File: src/rtl/quad_pkg.sv
// Shared constants and Gray-code transition decode for the quadrature decoder.
package quad_pkg;

    localparam logic [1:0] ST_00 = 2'b00;
    localparam logic [1:0] ST_01 = 2'b01;
    localparam logic [1:0] ST_11 = 2'b11;
    localparam logic [1:0] ST_10 = 2'b10;

    localparam logic DIR_UP   = 1'b1;
    localparam logic DIR_DOWN = 1'b0;

    typedef struct packed {
        logic valid;
        logic dir;
        logic illegal;
    } dec_t;

    function automatic logic [1:0] gray_up(input logic [1:0] p);
        case (p)
            ST_00:   return ST_01;
            ST_01:   return ST_11;
            ST_11:   return ST_10;
            default: return ST_00;
        endcase
    endfunction

    function automatic logic [1:0] gray_down(input logic [1:0] p);
        case (p)
            ST_00:   return ST_10;
            ST_10:   return ST_11;
            ST_11:   return ST_01;
            default: return ST_00;
        endcase
    endfunction

    // Map previous/current phase state to a step, a direction or an illegal jump.
    function automatic dec_t quad_decode(input logic [1:0] p, input logic [1:0] s);
        dec_t d;
        d = '0;
        if (s == (p ^ 2'b11)) begin
            d.illegal = 1'b1;
        end else if (s == gray_up(p)) begin
            d.valid = 1'b1;
            d.dir   = DIR_UP;
        end else if (s == gray_down(p)) begin
            d.valid = 1'b1;
            d.dir   = DIR_DOWN;
        end
        return d;
    endfunction

endpackage

File: src/rtl/quad_decoder_if.sv
// Encoder phases, control and position outputs of the quadrature decoder.
interface quad_decoder_if #(parameter int unsigned WIDTH = 8);
    logic             a_in;
    logic             b_in;
    logic             enable;
    logic             load;
    logic [WIDTH-1:0] data;
    logic             clr_err;
    logic [WIDTH-1:0] out;
    logic             up_down;
    logic             step;
    logic             err;

    modport master (
        output a_in, b_in, enable, load, data, clr_err,
        input  out, up_down, step, err
    );

    modport slave (
        input  a_in, b_in, enable, load, data, clr_err,
        output out, up_down, step, err
    );
endinterface

File: src/rtl/quad_filter.sv
// Two-flop synchroniser plus stability counter for one encoder phase.
module quad_filter #(
    parameter int unsigned FILTER = 3
) (
    input  logic clk,
    input  logic reset,
    input  logic raw,
    output logic level,
    output logic valid
);
    localparam int unsigned CW = (FILTER > 1) ? $clog2(FILTER) : 1;

    logic          sync1;
    logic          sync2;
    logic [CW-1:0] cnt;
    logic [1:0]    fill;

    // valid marks the first time level reflects a real sampled input after reset
    always_ff @(posedge clk) begin
        if (reset) begin
            sync1 <= 1'b0;
            sync2 <= 1'b0;
            cnt   <= '0;
            fill  <= '0;
            level <= 1'b0;
            valid <= 1'b0;
        end else begin
            sync1 <= raw;
            sync2 <= sync1;
            if (fill != 2'd2) fill <= fill + 2'd1;
            if (sync2 != level) begin
                if (cnt == CW'(FILTER - 1)) begin
                    level <= sync2;
                    cnt   <= '0;
                    valid <= 1'b1;
                end else begin
                    cnt <= cnt + CW'(1);
                end
            end else begin
                cnt <= '0;
                if (fill == 2'd2) valid <= 1'b1;
            end
        end
    end
endmodule

File: src/rtl/quad_decoder.sv
// Quadrature position decoder: filtered A/B phases drive a loadable wrapping position.
module quad_decoder
    import quad_pkg::*;
#(
    parameter int unsigned WIDTH  = 8,
    parameter int unsigned FILTER = 3
) (
    input logic            clk,
    input logic            reset,
    quad_decoder_if.slave  bus
);
    logic             a_f, b_f, a_v, b_v;
    logic [1:0]       s, p, p_n;
    logic             primed, primed_n;
    logic [WIDTH-1:0] out_q, out_n;
    logic             up_down_q, up_down_n;
    logic             step_q, step_n;
    logic             err_q, err_n;
    dec_t             dec;

    quad_filter #(.FILTER(FILTER)) u_filt_a (
        .clk(clk), .reset(reset), .raw(bus.a_in), .level(a_f), .valid(a_v)
    );
    quad_filter #(.FILTER(FILTER)) u_filt_b (
        .clk(clk), .reset(reset), .raw(bus.b_in), .level(b_f), .valid(b_v)
    );

    assign s = {a_f, b_f};

    always_comb begin
        dec       = quad_decode(p, s);
        p_n       = p;
        primed_n  = primed;
        out_n     = out_q;
        up_down_n = up_down_q;
        step_n    = 1'b0;
        err_n     = err_q;
        if (bus.clr_err) err_n = 1'b0;
        if (!primed) begin
            // first real filtered state is adopted silently
            if (a_v && b_v) begin
                p_n      = s;
                primed_n = 1'b1;
            end
        end else if (s != p) begin
            p_n = s;
            if (dec.illegal) begin
                err_n = 1'b1;
            end else if (dec.valid) begin
                up_down_n = dec.dir;
                if (bus.enable) begin
                    out_n  = (dec.dir == DIR_UP) ? out_q + WIDTH'(1) : out_q - WIDTH'(1);
                    step_n = 1'b1;
                end
            end
        end
        if (bus.load) begin
            out_n  = bus.data;
            step_n = 1'b0;
        end
    end

    always_ff @(posedge clk) begin
        if (reset) begin
            p         <= ST_00;
            primed    <= 1'b0;
            out_q     <= '0;
            up_down_q <= DIR_UP;
            step_q    <= 1'b0;
            err_q     <= 1'b0;
        end else begin
            p         <= p_n;
            primed    <= primed_n;
            out_q     <= out_n;
            up_down_q <= up_down_n;
            step_q    <= step_n;
            err_q     <= err_n;
        end
    end

    assign bus.out     = out_q;
    assign bus.up_down = up_down_q;
    assign bus.step    = step_q;
    assign bus.err     = err_q;
endmodule

File: src/flat_wrapper.sv
// flat-port wrapper written by rule: the top's interface ports become plain ports
module quad_decoder_flat import quad_pkg::*;
#(
    parameter int unsigned WIDTH  = 8,
    parameter int unsigned FILTER = 3
)
  (clk, reset, bus_a_in, bus_b_in, bus_enable, bus_load, bus_data, bus_clr_err, bus_out, bus_up_down, bus_step, bus_err);
  quad_decoder_if #(.WIDTH(WIDTH)) bus_i ();
  input logic clk;
  input logic reset;
  input wire logic [$bits(bus_i.a_in)-1:0] bus_a_in;
  input wire logic [$bits(bus_i.b_in)-1:0] bus_b_in;
  input wire logic [$bits(bus_i.enable)-1:0] bus_enable;
  input wire logic [$bits(bus_i.load)-1:0] bus_load;
  input wire logic [$bits(bus_i.data)-1:0] bus_data;
  input wire logic [$bits(bus_i.clr_err)-1:0] bus_clr_err;
  output wire logic [$bits(bus_i.out)-1:0] bus_out;
  output wire logic [$bits(bus_i.up_down)-1:0] bus_up_down;
  output wire logic [$bits(bus_i.step)-1:0] bus_step;
  output wire logic [$bits(bus_i.err)-1:0] bus_err;
  assign bus_i.a_in = bus_a_in;
  assign bus_i.b_in = bus_b_in;
  assign bus_i.enable = bus_enable;
  assign bus_i.load = bus_load;
  assign bus_i.data = bus_data;
  assign bus_i.clr_err = bus_clr_err;
  assign bus_out = bus_i.out;
  assign bus_up_down = bus_i.up_down;
  assign bus_step = bus_i.step;
  assign bus_err = bus_i.err;
  quad_decoder #(.WIDTH(WIDTH), .FILTER(FILTER)) u_core (.clk(clk), .reset(reset), .bus(bus_i));
endmodule
File: config.mk
export PLATFORM = sky130hd
export DESIGN_NAME = quad_decoder_flat
export DESIGN_NICKNAME = d
export VERILOG_FILES = /design/src/rtl/quad_pkg.sv /design/src/rtl/quad_decoder_if.sv /design/src/rtl/quad_filter.sv /design/src/rtl/quad_decoder.sv /design/src/flat_wrapper.sv
export SDC_FILE = /design/constraint.sdc
export NUM_CORES = 1
export LEC_CHECK = 0
export ABC_CLOCK_PERIOD_IN_PS = 2050
export CORE_MARGIN = 2
export CORE_UTILIZATION = 47
export DETAILED_ROUTE_END_ITERATION = 12
export PLACE_DENSITY_LB_ADDON = 0.15
export SLEW_MARGIN = 20
export SYNTH_ARGS = -nofsm -noshare
export SYNTH_HDL_FRONTEND = slang
export SYNTH_HIERARCHICAL = 1
export SYNTH_SLANG_ARGS = --single-unit
export TNS_END_PERCENT = 5
File: constraint.sdc
create_clock -name clk -period 2.05 [get_ports clk]
set_input_delay 0.3075 -clock clk [delete_from_list [all_inputs] [get_ports clk]]
set_output_delay 0.3075 -clock clk [all_outputs]
set_load 0.01 [all_outputs]
==> impl_metrics.json <==
{
  "ff_latch_area_um2": 607,
  "wl_per_cell_um": 13.4,
  "synth-async-reset-ratio": 0,
  "synth.area.top_cells": "dfxtp_1 (40%), ha_1 (9.2%), mux2i_1 (5.3%), nor2_1 (5.0%), xor2_1 (4.7%)",
  "multi_input_area_um2": 887,
  "drc": 0,
  "syn-num-nets": 183,
  "setup_tns_ns": 0,
  "slowest_delay_ns": 0.38,
  "grt_pass1_wl_um": 5160,
  "cts_buffer_depth": 2,
  "status": "complete, no violations",
  "synth_top_area_frac": 0.399,
  "worst-endpoint-arrival_ns": 2.22,
  "ios": 26,
  "design_area_um2": 1980,
  "htree_levels": 2,
  "worstSkewPairLatency_ns": 0.33,
  "synthTopCellsByCount": "dfxtp_1 (30), nor2_1 (20), a21oi_1 (11), ha_1 (11)",
  "firstDrtPassIters": 7,
  "fin_skew_ns": 0.00886,
  "port_buffers": 25,
  "cp_slowest_cell": "dfxtp_4",
  "hold-path-cell-count": 1,
  "hold_class": "reg -> reg",
  "grt.overflow.total": 0,
  "crit_fanout": 6,
  "synth_flop_cell": "dfxtp_1",
  "cap_violations": 0,
  "cts_tree": "built",
  "place_congestion": 0.797,
  "synthToLayoutAreaGrowth_pct": 31.4,
  "synth.distinct_cells": 34,
  "final_antenna_net_count": 0,
  "die_x_um": 60.6,
  "vias": 1229,
  "synth_seq_cells": 30,
  "path_cells": "xor2_2 -> nand2_2 -> buf_4 -> ha_1 -> nand2_1 -> a21oi_2 -> nor2b_1 -> xnor2_1 -> a211o_1",
  "leakage_nw": 0.802,
  "core-area_um2": 3050,
  "fmax_ghz": 0.502,
  "yosysWarnings": 6,
  "fin_crit_ns": 1.99,
  "worstSetupPathType": "reg -> reg",
  "start_kind": "flip-flop",
  "seq_area_frac_synth": 0.399,
  "rsz0062_at_grt": "yes",
  "period_share": 0.972,
  "final-setup-viol-count": 0,
  "cts-root-buf": "clkbuf_4",
  "initial_utilization": 0.493,
  "cts_buffers": 5,
  "drive_gt1_frac": 0.170,
  "crit_required_ns": 2.28,
  "num-fill-cells": 280,
  "grt_usage": 0.191,
  "viasPerCell": 5.16,
  "clk_pin_slew_ns": 0.10,
  "nets": 220,
  "post-dp-hpwl_um": 2270,
  "synth_cells": 156,
  "maxSlewViolCount": 0,
  "num_antenna_cells": 0,
  "antenna_found_initial": 0,
  "synth-edff-count": 0,
  "worst_pin_slew_ns": 0.474,
  "die-area_um2": 3670,
  "fp.dieH_um": 60.6,
  "wl_um": 3180,
  "synth.most_common_cell": "dfxtp_1",
  "synth.cell_area_um2": 1500,
  "relSlewSlack": 0.682,
  "hold_violations": 0,
  "rows": 20,
  "grt_max_degree": 25,
  "powerDensity_nw_per_um2": 759,
  "ir_drop_mv": 0.515,
  "yosys.area.top_type": "dfxtp_1",
  "grt_pass1_vias": 1183,
  "drtIter0Drc": 37,
  "cp-end-kind": "flip-flop",
  "cts_sinks": 30,
  "synth.avg_cell_area_um2": 9.64,
  "reg2reg_depth": 9,
  "post_dp_cell_area_um2": 1810
}
[worst max-delay path: cells and delay by family (launching register included)]
family	cells	cell delay (ns)
compound gates	2	0.44
buf+inv	1	0.17
xor+xnor	2	0.29
flops	1	0.38
fa+ha+maj	1	0.29
simple gates	3	0.32
[cell usage in the layout, fill, tap and decap left out, types with 4 or more instances in the layout]
| cell | netlist | final |
|---|---|---|
| clkbuf_4 | 0 | 5 |
| dfxtp_1 | 30 | 27 |
| xor2_1 | 8 | 7 |
| clkdlybuf4s50_1 | 0 | 25 |
| a211oi_1 | 6 | 6 |
| a21oi_1 | 11 | 7 |
| buf_4 | 0 | 9 |
| ha_1 | 11 | 8 |
| nor2_1 | 20 | 20 |
| a21oi_2 | 0 | 4 |
| nor2b_1 | 6 | 6 |
| inv_1 | 7 | 7 |
| xnor2_1 | 6 | 5 |
| mux2i_1 | 8 | 8 |
| nand2_1 | 7 | 6 |
| nor4_1 | 4 | 4 |
[cell families after synthesis]
| kind of cell | after synthesis | synth area share |
|---|---|---|
| adder cells (fa/ha/maj) | 12 | 0.105 |
| buffers and inverters | 12 | 0.0591 |
| flip-flops | 30 | 0.399 |
| XOR/XNOR | 16 | 0.103 |
| AND/OR/NAND/NOR | 48 | 0.154 |
| multiplexers | 8 | 0.0532 |
| AO/OA/AOI/OAI | 30 | 0.126 |
[power breakdown]
group / switching, mW / total [mW] / internal [mW]
Combinational: 0.174 / 0.359 / 0.184
Clock: 0.207 / 0.441 / 0.234
Sequential: 0.0502 / 0.700 / 0.650
Total: 0.431 / 1.50 / 1.07
[registers in the layout, summed over array words and instances (netlist names), 2 cells and up]
register / cells
u_core/bus.out: 8
u_core/p: 2
u_core/u_filt_a/cnt: 2
u_core/u_filt_a/fill: 2
u_core/u_filt_b/cnt: 2
u_core/u_filt_b/fill: 2
[worst paths after layout]
kind,from,end,slack (ns)
hold / removal,u_core/u_filt_b/cnt[0],u_core/u_filt_b/cnt[0],0.43
setup reg to reg,u_core/p[1],u_core/bus.out[5],0.06
hold reg to reg,u_core/u_filt_b/cnt[0],u_core/u_filt_b/cnt[0],0.43
setup / recovery,u_core/p[1],u_core/bus.out[5],0.06
[repair_timing]
action                                 4_1_cts  5_1_grt
gates resized for setup                      6        8
cloned                                       0        0
pin swaps                                    1        1
setup buffers                                0        2
hold buffers                                 0        0
endpoints found under the hold margin        0        0
setup endpoints to repair                    3        6
[metrics by stage]
stage	util	hold WS (ns)	setup WS, ns	power (mW)	std cells
2_1_floorplan	-	0.379	0.0284	0.947	156
3_3_place_gp	0.591	0.405	0.0185	1.03	228
3_5_place_dp	0.591	0.420	-0.0517	1.06	228
4_1_cts	0.632	0.439	0.0145	1.51	236
5_1_grt	0.647	0.466	-0.0485	1.61	238
6_report	0.647	0.433	0.0575	1.50	238
[cell type report]
type | count | share of cell area
Clock buffer | 8 | 0.0399
Inverter | 8 | 0.0152
Multi-Input combinational cell | 114 | 0.449
Sequential cell | 30 | 0.307
Tap cell | 44 | 0.0279
Timing Repair Buffer | 34 | 0.161
[metal layers]
layer	GRT usage	vias up	share of wire	routed length [um]
met4	0.0652	0	0.017	55
met5	0	-	0	0
li1	-	616	-	-
met2	0.329	26	0.51	1630
met1	0.221	579	0.43	1370
met3	0.0682	8	0.041	129
Note: power is estimated with default switching activity, not from simulation.
